==> src/rtl/ccsds_turbo_enc_src_arb.sv <==
//==============================================================================
// Module   : ccsds_turbo_enc_src_arb
// Purpose  : Round-robin frame-source arbiter feeding a CCSDS turbo encoder.
//            Define CCSDS_TURBO_ENC_ARB_LEN_CHECK_EN to add frame-length checking.
// Revision : 1.0 - initial release
//==============================================================================
`default_nettype none

module ccsds_turbo_enc_src_arb #(
    parameter int pTAG_W = 8,
    parameter int pREQ_N = 4
) (
    input  logic                          iclk,
    input  logic                          ireset,
    input  logic                          iclkena,
    input  logic [pREQ_N-1:0]             ireq,
    input  logic [2*pREQ_N-1:0]           ireq_code,
    input  logic [2*pREQ_N-1:0]           ireq_nidx,
    input  logic [pTAG_W*pREQ_N-1:0]      ireq_tag,
    input  logic [pREQ_N-1:0]             isop,
    input  logic [pREQ_N-1:0]             ieop,
    input  logic [pREQ_N-1:0]             ival,
    input  logic [pREQ_N-1:0]             idat,
    output logic [pREQ_N-1:0]             oack,
    input  logic                          ienc_rdy,
    output logic [1:0]                    ocode,
    output logic [1:0]                    onidx,
    output logic [pTAG_W-1:0]             otag,
    output logic [$clog2(pREQ_N)-1:0]     osrc,
    output logic                          osop,
    output logic                          oeop,
    output logic                          oval,
    output logic                          odat,
    output logic                          oerr,
    output logic [$clog2(pREQ_N)-1:0]     oerr_src
);

    localparam int SRC_W = $clog2(pREQ_N);
    localparam logic [pREQ_N-1:0] c_ONE_HOT0 = pREQ_N'(1);

`ifdef CCSDS_TURBO_ENC_ARB_LEN_CHECK_EN
    typedef enum logic [1:0] {IDLE = 2'd0, XFER = 2'd1, DRAIN = 2'd2} state_t;
`else
    typedef enum logic [1:0] {IDLE = 2'd0, XFER = 2'd1} state_t;
`endif

    state_t             state_q;
    logic [SRC_W-1:0]   rr_q;
    logic [SRC_W-1:0]   rr_d;
    logic [SRC_W-1:0]   win_d;
    logic               found_d;
    logic               first_q;
    logic               sel_val;
    logic               sel_dat;
    logic               sel_eop;
    logic               unused_isop;

    // Frames are delimited internally; the sources' sop markers carry no information.
    assign unused_isop = ^isop;

    assign sel_val = ival[osrc];
    assign sel_dat = idat[osrc];
    assign sel_eop = ieop[osrc];

    always_comb begin
        logic [SRC_W-1:0] cand;
        found_d = 1'b0;
        win_d   = '0;
        cand    = '0;
        for (int k = 0; k < pREQ_N; k++) begin
            cand = SRC_W'((int'(rr_q) + k) % pREQ_N);
            if (!found_d && ireq[cand]) begin
                found_d = 1'b1;
                win_d   = cand;
            end
        end
        rr_d = (win_d == SRC_W'(pREQ_N - 1)) ? '0 : win_d + 1'b1;
    end

`ifdef CCSDS_TURBO_ENC_ARB_LEN_CHECK_EN
    logic [13:0]        cnt_q;
    logic [13:0]        cnt_d;
    logic [13:0]        frame_len;
    logic               err_q;
    logic [SRC_W-1:0]   err_src_q;

    assign cnt_d    = cnt_q + 14'd1;
    assign oerr     = err_q;
    assign oerr_src = err_src_q;

    always_comb begin
        case (onidx)
            2'd0:    frame_len = 14'd1784;
            2'd1:    frame_len = 14'd3568;
            2'd2:    frame_len = 14'd7136;
            default: frame_len = 14'd8920;
        endcase
    end
`else
    assign oerr     = 1'b0;
    assign oerr_src = '0;
`endif

    always_ff @(posedge iclk or negedge ireset) begin
        if (!ireset) begin
            state_q <= IDLE;
            rr_q    <= '0;
            first_q <= 1'b0;
            oack    <= '0;
            osop    <= 1'b0;
            oeop    <= 1'b0;
            oval    <= 1'b0;
            odat    <= 1'b0;
            ocode   <= '0;
            onidx   <= '0;
            otag    <= '0;
            osrc    <= '0;
`ifdef CCSDS_TURBO_ENC_ARB_LEN_CHECK_EN
            cnt_q     <= '0;
            err_q     <= 1'b0;
            err_src_q <= '0;
`endif
        end else if (iclkena) begin
            osop <= 1'b0;
            oeop <= 1'b0;
            oval <= 1'b0;
            odat <= 1'b0;
`ifdef CCSDS_TURBO_ENC_ARB_LEN_CHECK_EN
            err_q <= 1'b0;
`endif
            case (state_q)
                IDLE: begin
                    // Holding off while oeop is high guarantees an idle gap between frames.
                    if (found_d && ienc_rdy && !oeop) begin
                        state_q <= XFER;
                        oack    <= c_ONE_HOT0 << win_d;
                        ocode   <= ireq_code[2*win_d +: 2];
                        onidx   <= ireq_nidx[2*win_d +: 2];
                        otag    <= ireq_tag[pTAG_W*win_d +: pTAG_W];
                        osrc    <= win_d;
                        rr_q    <= rr_d;
                        first_q <= 1'b1;
`ifdef CCSDS_TURBO_ENC_ARB_LEN_CHECK_EN
                        cnt_q   <= '0;
`endif
                    end
                end
                XFER: begin
                    oval <= sel_val;
                    odat <= sel_dat;
                    if (sel_val) begin
                        first_q <= 1'b0;
                        osop    <= first_q;
`ifdef CCSDS_TURBO_ENC_ARB_LEN_CHECK_EN
                        cnt_q   <= cnt_d;
                        if (sel_eop) begin
                            oeop    <= 1'b1;
                            oack    <= '0;
                            state_q <= IDLE;
                            if (cnt_d != frame_len) begin
                                err_q     <= 1'b1;
                                err_src_q <= osrc;
                            end
                        end else if (cnt_d == frame_len) begin
                            // Over-long frame: close it here and swallow the remainder.
                            oeop      <= 1'b1;
                            err_q     <= 1'b1;
                            err_src_q <= osrc;
                            state_q   <= DRAIN;
                        end
`else
                        if (sel_eop) begin
                            oeop    <= 1'b1;
                            oack    <= '0;
                            state_q <= IDLE;
                        end
`endif
                    end
                end
`ifdef CCSDS_TURBO_ENC_ARB_LEN_CHECK_EN
                DRAIN: begin
                    if (sel_val && sel_eop) begin
                        oack    <= '0;
                        state_q <= IDLE;
                    end
                end
`endif
                default: begin
                    oack    <= '0;
                    state_q <= IDLE;
                end
            endcase
        end
    end

endmodule

`default_nettype wire

==> config.mk <==
export PLATFORM = sky130hd
export DESIGN_NAME = ccsds_turbo_enc_src_arb
export DESIGN_NICKNAME = d
export VERILOG_FILES = /design/src/rtl/ccsds_turbo_enc_src_arb.sv
export SDC_FILE = /design/constraint.sdc
export NUM_CORES = 1
export LEC_CHECK = 0
export BUFFER_PORTS_ARGS = -buffer_cell sky130_fd_sc_hd__buf_2
export CORE_ASPECT_RATIO = 1.5
export CORE_MARGIN = 4
export CORE_UTILIZATION = 44
export CTS_BUF_LIST = sky130_fd_sc_hd__clkbuf_8
export DETAILED_ROUTE_END_ITERATION = 10
export PLACE_DENSITY = 0.8
export SYNTH_ARGS = -nofsm -noshare
export SYNTH_HDL_FRONTEND = slang
export SYNTH_SLANG_ARGS = --single-unit
==> constraint.sdc <==
create_clock -name iclk -period 2.4 [get_ports iclk]
set_input_delay 0.24 -clock iclk [delete_from_list [all_inputs] [get_ports iclk]]
set_output_delay 0.24 -clock iclk [all_outputs]
set_load 0.005 [all_outputs]
==> metrics, run 1 <==
Routed WL=3960 um; sw frac=35.2%; Worst Path Required=2.57 ns; clock power share=14.6%; cell accounting for the most synthesized area=dfrtp_1; Num CTS Buffers=3; Final setup violation count=0; DP Worst Slack=0.476 ns; Sink Count=26; global-route wire length before repair=6340 um; largest net degree at the start of global routing=27; Tot GR Track Use=17.8%; Die Ht=79.6 um; arrival time worst endpoint=2.09 ns; most numerous cell in the Yosys netlist=dfrtp_1; r2r worst-path depth=6; Initial Utilization=46.7%; Slew @ Worst Pin=1.03 ns; adder-cell share of the synthesized area=0.831%; max_slew headroom=31.1%; run status=completed; simple-gate share of the synthesized area=12.5%; antenna violations before repair=0; # DRC=0; clock latency on the worst-skew pair=0.27 ns; Hold-fix buffers, CTS=1; share of layout cells above drive strength 1=46.4%; Reg power frac=41.7%; Max FO, Critical Path=14; DRT Pass-1 Iters=5; ANT nets after route=0; Async S/R FF share, synth=100%; root buffer cell=clkbuf_8; crit end category=flop; Post-Syn Area=1510 um^2; core region area=3220 um^2; Critical R2R Launch=rr_q[1]; unrepaired setup endpoints after global routing=false; total gr overflow=0; cts repair resizes=0; critical path launch point type=flop; post-route setup TNS=0 ns; via count=1447; row cnt=25; crit path from=rr_q[1]; Crit path largest cell delay=0.48 ns; TritonCTS clock tree=yes; critical path type=reg2reg; Max IR drop VDD=0.000530 V; post-route minimum period=1.92 ns; wire length per cell=15.0 um; share of the synthesized area in the top cell type=43.2%; Synth top cells by count=dfrtp_1, nand2_1, mux2i_1, a222oi_1; critical path, cell by cell=nand2b_4 > a32o_1 > nor2_4 > ha_1 > nand2_1 > nand2_1; Achievable Freq=521 MHz; Placed Cells incl. Taps=259; Port Buffer Count=89; Slew Limit Fails=0; clk_skew=0.00169 ns; post-synthesis mux area share=12.5%; number of global-route vias before repair=1478; largest family of logic cells by synthesized area=compound AO/OA/AOI/OAI gates; Yosys cell types=39; Post-CTS Setup Inserts=0; DIE AREA=4440 um^2; Reg-to-Reg End=rr_q[1]; max cap viols=0; Slowest-stage cell, CP=dfrtp_1; top cells by area, synth=dfrtp_1, mux2i_1, a222oi_1, nand2_1, mux4_2; Fin. Hold Viols=0; number of flops mapped to enable cells by yosys=0; dpl cell area=1920 um^2; # H-tree levels=1; HPWL Detailed=3150 um; post-synthesis compound-gate area fraction=24.1%; Bufs on Longest Clock Path=2; r2r setup slk=0.48 ns; total power=1.89 mW; synth warn=0; Hold WC Path Type=in2reg; Final Cycle Share=80.0%; Most used DFF post-synth=dfrtp_1; GPL Wtd Cong=0.828; ant diodes=0; min-delay src=ireq_nidx[2]; crit path to=rr_q[1]; num ports=97; Die W=55.8 um; Comb power frac=43.7%; area added between synthesis and finish=32.1%; Iter 0 DRT Violations=64; clk slew on worst S/H paths=0.08 ns; sequential fraction of the synthesis area=43.2%; Internal=1.22 mW; Avg Cell Area, Syn=10.9 um^2; P_leak=1.03 nW; Finished Cell Area=1990 um^2; post-synthesis xor/xnor area fraction=0%; Most Frequent Cell on Critical Path=nand2_1; fin nets=298; number of synthesized register bits=26; PwrDens=949 nW/um^2; via-per-instance ratio=5.48; final worst slack=0.481 ns; Finished Layout Cells=264; net load switching power=0.663 mW; Syn Inst Count=138
==> logic make-up after synthesis <==
| kind of cell | Yosys count |
|---|---|
| compound gates | 45 |
| fa+ha+maj | 1 |
| buf+inv | 14 |
| flops | 26 |
| mux | 15 |
| other cells | 1 |
| simple gates | 36 |
==> flip-flops by register name (all words and copies together) (netlist names) <==
register  cells
first_q       1
oack          4
ocode         2
odat          1
oeop          1
onidx         2
osop          1
osrc          2
otag          8
oval          1
rr_q          2
state_q       1
==> final cells by class <==
class	count	area, um^2
clock buffers	4	55.1
repair buffers	90	455
well taps	40	50.0
fillers	259	1230
flip-flops and latches	26	651
inverters	4	15.0
multi-input cells	100	762
==> worst min-delay path by stage <==
stage               cells after the start  slack, ns        to
global placement                        1       0.25  ocode[0]
CTS                                     3       0.20  onidx[0]
detailed placement                      1       0.28  ocode[0]
finish                                  3       0.20  onidx[0]
floorplan                               0      -0.06   first_q
global route                            3       0.21   otag[6]
==> power groups by stage <==
stage / combinational, mW / clock (mW) / sequential [mW]
2_1_floorplan: 0.559 / 0 / 0.779
3_3_place_gp: 0.811 / 0 / 0.787
3_5_place_dp: 0.838 / 0 / 0.785
4_1_cts: 0.835 / 0.286 / 0.785
5_1_grt: 0.916 / 0.299 / 0.817
6_report: 0.824 / 0.276 / 0.787
==> worst max-delay path, delay by kind of cell, from the launching register on <==
kind            cells  cell delay [ns]
compound gates      1             0.29
fa+ha+maj           1             0.33
simple gates        4             0.72
flops               1             0.48
==> routing by layer <==
metal / part of all wire [%] / GRT usage [%] / wire length (um) / vias up
li1: - / - / - / 688
met1: 37 / 20.7 / 1460 / 686
met2: 54 / 33.3 / 2140 / 69
met3: 7.9 / 2.75 / 314 / 4
met4: 1.0 / 5.11 / 40 / 0
met5: 0 / 0 / 0 / -
==> placed cells by master, fill, tap and decap left out, drive strengths merged, types with 3 or more instances in the layout <==
master  instances
buf            89
dfrtp          26
nand2          21
o21ai          16
mux2i          12
a222oi         10
inv             4
clkbuf          4
nor2            4
mux4            3
nand3           3
conb            3
nand2b          3
a21oi           3
==> stage by stage <==
step	util (%)	hold WS, ns
after detailed placement	59.7	0.276
after CTS	61.7	0.200
after global placement	59.7	0.255
after global routing	61.7	0.207
final	61.7	0.201
after floorplan	-	-0.0556
No activity file was read; power rests on OpenSTA's default activity.
==> run 2: changes to the inputs <==
--- a/config.mk
+++ b/config.mk
@@ -8,10 +8,10 @@
 export BUFFER_PORTS_ARGS = -buffer_cell sky130_fd_sc_hd__buf_2
 export CORE_ASPECT_RATIO = 1.5
 export CORE_MARGIN = 4
-export CORE_UTILIZATION = 44
+export CORE_UTILIZATION = 39
 export CTS_BUF_LIST = sky130_fd_sc_hd__clkbuf_8
 export DETAILED_ROUTE_END_ITERATION = 10
-export PLACE_DENSITY = 0.8
+export PLACE_DENSITY = 0.75
 export SYNTH_ARGS = -nofsm -noshare
 export SYNTH_HDL_FRONTEND = slang
 export SYNTH_SLANG_ARGS = --single-unit
==> constraint.sdc (replaced) <==
create_clock -name iclk -period 1.7 [get_ports iclk]
set_input_delay 0.17 -clock iclk [delete_from_list [all_inputs] [get_ports iclk]]
set_output_delay 0.17 -clock iclk [all_outputs]
set_load 0.005 [all_outputs]
==> metrics, run 2 (synthesized netlist as in run 1, its figures left out) <==
clk slew on worst S/H paths=0.08 ns (about the same); crit path to=otag[7] (was rr_q[1]); Slew Limit Fails=0 (unchanged); Die W=58.7 um (was 55.8 um); HPWL Detailed=3320 um (was 3150 um); Achievable Freq=606 MHz (was 521 MHz); ant diodes=0 (unchanged); crit path from=rr_q[1] (unchanged); crit end category=flop (unchanged); r2r worst-path depth=6 (unchanged); r2r setup slk=0.05 ns (was 0.48 ns); Max FO, Critical Path=7 (was 14); number of global-route vias before repair=1547 (was 1478); via count=1474 (was 1447); max cap viols=0 (unchanged); Final Cycle Share=97.1% (was 80.0%); Num CTS Buffers=3 (unchanged); TritonCTS clock tree=yes (unchanged); DP Worst Slack=0.0334 ns (was 0.476 ns); clock latency on the worst-skew pair=0.26 ns (was 0.27 ns); global-route wire length before repair=6720 um (was 6340 um); clk_skew=0.00183 ns (was 0.00169 ns); row cnt=27 (was 25); Fin. Hold Viols=0 (unchanged); Critical R2R Launch=rr_q[1] (unchanged); Reg-to-Reg End=otag[7] (was rr_q[1]); antenna violations before repair=0 (unchanged); max_slew headroom=51.2% (was 31.1%); # DRC=0 (unchanged); P_leak=1.10 nW (was 1.03 nW); fin nets=309 (was 298); most frequent cells in the layout=buf_2, dfrtp_1, nand2_1 (unchanged); num ports=97 (unchanged); Die Ht=84.1 um (was 79.6 um); commonest non-fill, non-tap cell in the layout=buf_2 (unchanged); Hold Slack=0.137 ns (was 0.201 ns); max FFs per register=8 (unchanged); Final setup violation count=0 (unchanged); most flop-heavy register=otag (unchanged); DRT Pass-1 Iters=4 (was 5); DIE AREA=4940 um^2 (was 4440 um^2); Hold WC Path Type=in2reg (unchanged); final worst slack=0.0499 ns (was 0.481 ns); share of layout cells above drive strength 1=51.1% (was 46.4%); area added between synthesis and finish=40.5% (was 32.1%); via-per-instance ratio=5.30 (was 5.48); ANT nets after route=0 (unchanged); Worst Path Required=1.83 ns (was 2.57 ns); Port Buffer Count=89 (unchanged); Slew @ Worst Pin=0.730 ns (was 1.03 ns); total power=2.87 mW (was 1.89 mW); run status=completed (unchanged); Top Registers=otag x8, oack x4 (unchanged); critical path type=reg2reg (unchanged); Iter 0 DRT Violations=78 (was 64); arrival time worst endpoint=1.78 ns (was 2.09 ns); wire length per cell=15.0 um (about the same); largest net degree at the start of global routing=27 (unchanged); Initial Utilization=40.9% (was 46.7%); Bufs on Longest Clock Path=2 (unchanged); Sink Count=26 (unchanged); critical path launch point type=flop (unchanged); Tot GR Track Use=16.9% (was 17.8%); Max IR drop VDD=0.000846 V (was 0.000530 V); unrepaired setup endpoints after global routing=true (was false); PwrDens=1360 nW/um^2 (was 949 nW/um^2); total gr overflow=0 (unchanged); # H-tree levels=1 (unchanged); post-route minimum period=1.65 ns (was 1.92 ns); root buffer cell=clkbuf_8 (unchanged); core region area=3680 um^2 (was 3220 um^2); GPL Wtd Cong=0.817 (was 0.828); Routed WL=4170 um (was 3960 um)
[run 2: critical path, cell delays in order (launching register included)]
cell and delay, ns:
dfrtp_2 0.45, nand2b_4 0.16, a32o_2 0.29, nor2_4 0.16
buf_12 0.16, mux2i_1 0.18, o211ai_1 0.12
[run 2: cell type report]
type | count | area (um^2)
fillers | 313 | 1570
clock buffers | 4 | 55.1
flip-flops and latches | 26 | 653
repair buffers | 101 | 568
multi-input cells | 100 | 769
inverters | 4 | 15.0
well taps | 43 | 53.8
[run 2: per-stage QoR]
| stage | instances | util (%) | setup TNS, ns | area [um^2] |
|---|---|---|---|---|
| after floorplan | 140 | - | 0 | 1510 |
| after global placement | 270 | 54.3 | 0 | 2000 |
| after detailed placement | 270 | 54.3 | 0 | 2000 |
| after CTS | 275 | 56.1 | 0 | 2060 |
| after global routing | 278 | 57.4 | -0.0311 | 2110 |
| final | 278 | 57.4 | 0 | 2110 |
[run 2: how the worst min path moves through the flow]
stage | from | end | depth (start not counted)
2_1_floorplan | ireset | first_q | 0
3_3_place_gp | ireset | onidx[0] | 1
3_5_place_dp | ireset | ocode[0] | 1
4_1_cts | ireq_tag[13] | otag[5] | 3
5_1_grt | ireq_tag[13] | otag[5] | 3
6_report | ireq_tag[10] | otag[2] | 3
[run 2: routing by layer]
layer	share of wire (%)	track usage [%]	wire length, um	up-vias
li1	-	-	-	711
met1	34	18.0	1410	691
met2	57	32.5	2380	70
met3	8.5	2.94	354	2
met4	0.41	3.71	17	0
met5	0	0	0	-
[run 2: power by group]
group / internal, mW / switching, mW / leakage [nW]
clock network: 0.206 / 0.177 / 0.0288
logic: 0.775 / 0.617 / 0.741
registers: 0.898 / 0.198 / 0.329
[run 2: repair_timing]
item / in CTS / in global routing
resized for setup: 0 / 6
setup endpoints to repair: 0 / 14
setup buffers: 0 / 2
hold buffers: 1 / 0
endpoints found under the hold margin: 26 / 0
==> run 3: changes to the inputs <==
--- a/config.mk
+++ b/config.mk
@@ -11,7 +11,8 @@
 export CORE_UTILIZATION = 39
 export CTS_BUF_LIST = sky130_fd_sc_hd__clkbuf_8
 export DETAILED_ROUTE_END_ITERATION = 10
-export PLACE_DENSITY = 0.75
+export PLACE_DENSITY = 0.78
 export SYNTH_ARGS = -nofsm -noshare
 export SYNTH_HDL_FRONTEND = slang
 export SYNTH_SLANG_ARGS = --single-unit
+export TNS_END_PERCENT = 30
==> metrics, run 3 (synthesized netlist as in run 1, its figures left out) <==
run status=completed (unchanged); GRT met3 Usage=3.25% (was 2.94%); critical path launch point type=flop (unchanged); most frequent cells in the layout=buf_2, dfrtp_1, nand2_1 (unchanged); r2r setup slk=0.03 ns (was 0.05 ns); clk_skew=0.00156 ns (was 0.00183 ns); number of global-route vias before repair=1624 (was 1547); largest net degree at the start of global routing=27 (unchanged); fin util=58.0% (was 57.4%); unrepaired setup endpoints after global routing=true (unchanged); Max FO, Critical Path=5 (was 7); critical path type=reg2reg (unchanged); via count=1523 (was 1474); min-delay src=ireq_nidx[3] (was ireq_tag[10]); Crit path largest cell delay=0.45 ns (about the same); total gr overflow=0 (unchanged); Max IR drop VDD=0.000919 V (was 0.000846 V); Die Ht=84.1 um (unchanged); sw frac=34.3% (was 34.6%); Bufs on Longest Clock Path=2 (unchanged); most flop-heavy register=otag (unchanged); Fin. Hold Viols=0 (unchanged); fin nets=310 (was 309); Final Cycle Share=98.2% (was 97.1%); Final setup violation count=0 (unchanged); Filler cells=348 (was 313); DIE AREA=4940 um^2 (unchanged); HPWL Detailed=3460 um (was 3320 um); P_leak=1.11 nW (was 1.10 nW); r2r worst-path depth=6 (unchanged); Slew @ Worst Pin=0.736 ns (was 0.730 ns); Num CTS Buffers=3 (unchanged); clock power share=16.6% (was 13.3%); root buffer cell=clkbuf_8 (unchanged); Hold WC Path Type=in2reg (unchanged); Die W=58.7 um (unchanged); ant diodes=0 (unchanged); # H-tree levels=1 (unchanged); dpl cell area=1990 um^2 (was 2000 um^2); Iter 0 DRT Violations=74 (was 78); Port Buffer Count=89 (unchanged); Comb power frac=46.8% (was 48.5%); via-per-instance ratio=5.46 (was 5.30); antenna violations before repair=0 (unchanged); Top Registers=otag x8, oack x4 (unchanged); clk slew on worst S/H paths=0.09 ns (was 0.08 ns); Tot GR Track Use=17.6% (was 16.9%); net load switching power=1.04 mW (was 0.992 mW); max cap viols=0 (unchanged); Critical R2R Launch=rr_q[1] (unchanged); Sink Count=26 (unchanged); met1 usage=18.9% (was 18.0%); ANT nets after route=0 (unchanged); arrival time worst endpoint=1.81 ns (was 1.78 ns); critical path, cell by cell=nand2b_4 > a32o_2 > nor2_4 > buf_6 > mux2i_2 > o21ai_1 (was nand2b_4 > a32o_2 > nor2_4 > buf_12 > mux2i_1 > o211ai_1); area added between synthesis and finish=42.0% (was 40.5%); core region area=3680 um^2 (unchanged); PwrDens=1420 nW/um^2 (was 1360 nW/um^2); Slew Limit Fails=0 (unchanged); commonest non-fill, non-tap cell in the layout=buf_2 (unchanged); Internal=1.99 mW (was 1.88 mW); WHS Endpoint=onidx[1] (was otag[2]); Routed WL=4500 um (was 4170 um); Hold Crit Depth=3 (unchanged); Achievable Freq=599 MHz (was 606 MHz); Top Usage Layer GRT=met2 (unchanged); share of layout cells above drive strength 1=52.1% (was 51.1%); crit end category=flop (unchanged); Reg-to-Reg End=otag[6] (was otag[7]); TritonCTS clock tree=yes (unchanged); Finished Cell Area=2140 um^2 (was 2110 um^2); max_slew headroom=50.8% (was 51.2%); clock latency on the worst-skew pair=0.26 ns (about the same); num ports=97 (unchanged); DRT Pass-1 Iters=7 (was 4); # DRC=0 (unchanged); Worst Path Required=1.84 ns (was 1.83 ns); row cnt=27 (unchanged); GPL Wtd Cong=0.789 (was 0.817); post-route minimum period=1.67 ns (was 1.65 ns); wire length per cell=16.1 um (was 15.0 um); max FFs per register=8 (unchanged); Initial Utilization=40.9% (unchanged); Reg power frac=36.6% (was 38.2%); global-route wire length before repair=6970 um (was 6720 um); Slowest-stage cell, CP=dfrtp_2 (unchanged); M2 GR Usage=32.9% (was 32.5%)
## run 3: changes by cell type in the layout (fill, tap and decap cells not counted), moves of 2 or more
cell     before  now
mux2i_1      12   10
buf_4         9    7
buf_6         0    4
mux2i_2       0    2
## run 3: critical path: cells and delay by family (launching register included)
family / cells / cell delay (ns)
buffers and inverters: 1 / 0.16
multiplexers: 1 / 0.24
flip-flops: 1 / 0.45
AO/OA/AOI/OAI: 2 / 0.37
AND/OR/NAND/NOR: 2 / 0.33
## run 3: layout make-up
| class | count | area (um^2) | area share (%) |
|---|---|---|---|
| tap | 43 | 53.8 | 2.52 |
| clock inverter | 1 | 30.0 | 1.41 |
| multi-input combinational | 101 | 791 | 37.0 |
| inverter | 4 | 15.0 | 0.703 |
| sequential | 26 | 653 | 30.6 |
| clock buffer | 3 | 41.3 | 1.93 |
| timing repair buffer | 101 | 553 | 25.9 |
## run 3: how the worst max path moves through the flow
stage,slack (ns),to,start,depth (start not counted)
after floorplan,0.01,rr_q[1],rr_q[1],8
after global placement,0.05,otag[6],state_q[0],4
after detailed placement,0.004,otag[6],rr_q[1],6
after CTS,0.01,otag[0],rr_q[1],6
after global routing,-0.03,otag[0],rr_q[1],6
final,0.03,otag[6],rr_q[1],6
## run 3: what timing repair did
| item | CTS | global route |
|---|---|---|
| gates resized for setup | 0 | 14 |
| setup buffers | 1 | 1 |
| pin swaps | 0 | 5 |
| hold endpoints to repair | 26 | 0 |
| endpoints found under the setup margin | 1 | 15 |
| gates cloned | 0 | 1 |
| hold buffers | 1 | 0 |
## run 3: layer usage
layer / share of wire [%] / up-vias
met2: 55 / 74
met1: 36 / 725
met3: 7.4 / 8
met4: 1.6 / 0
met5: 0 / -
li1: - / 716
## run 3: power by group through the flow
stage | sequential (mW) | combinational (mW) | clock [mW]
final | 1.11 | 1.42 | 0.504
after global routing | 1.14 | 1.55 | 0.540
after CTS | 1.09 | 1.34 | 0.510
after detailed placement | 1.10 | 1.33 | 0
after global placement | 1.09 | 1.29 | 0
after floorplan | 1.10 | 0.789 | 0
## run 3: metrics by stage
stage / setup slack [ns] / std cells / total power, mW / hold WS, ns / TNS [ns]
floorplan: 0.0143 / 140 / 1.89 / -0.126 / 0
global placement: 0.0503 / 271 / 2.38 / 0.200 / 0
detailed placement: 0.00399 / 271 / 2.43 / 0.206 / 0
CTS: 0.0104 / 277 / 2.95 / 0.135 / 0
global route: -0.0259 / 279 / 3.24 / 0.144 / -0.0922
finish: 0.0303 / 279 / 3.03 / 0.135 / 0
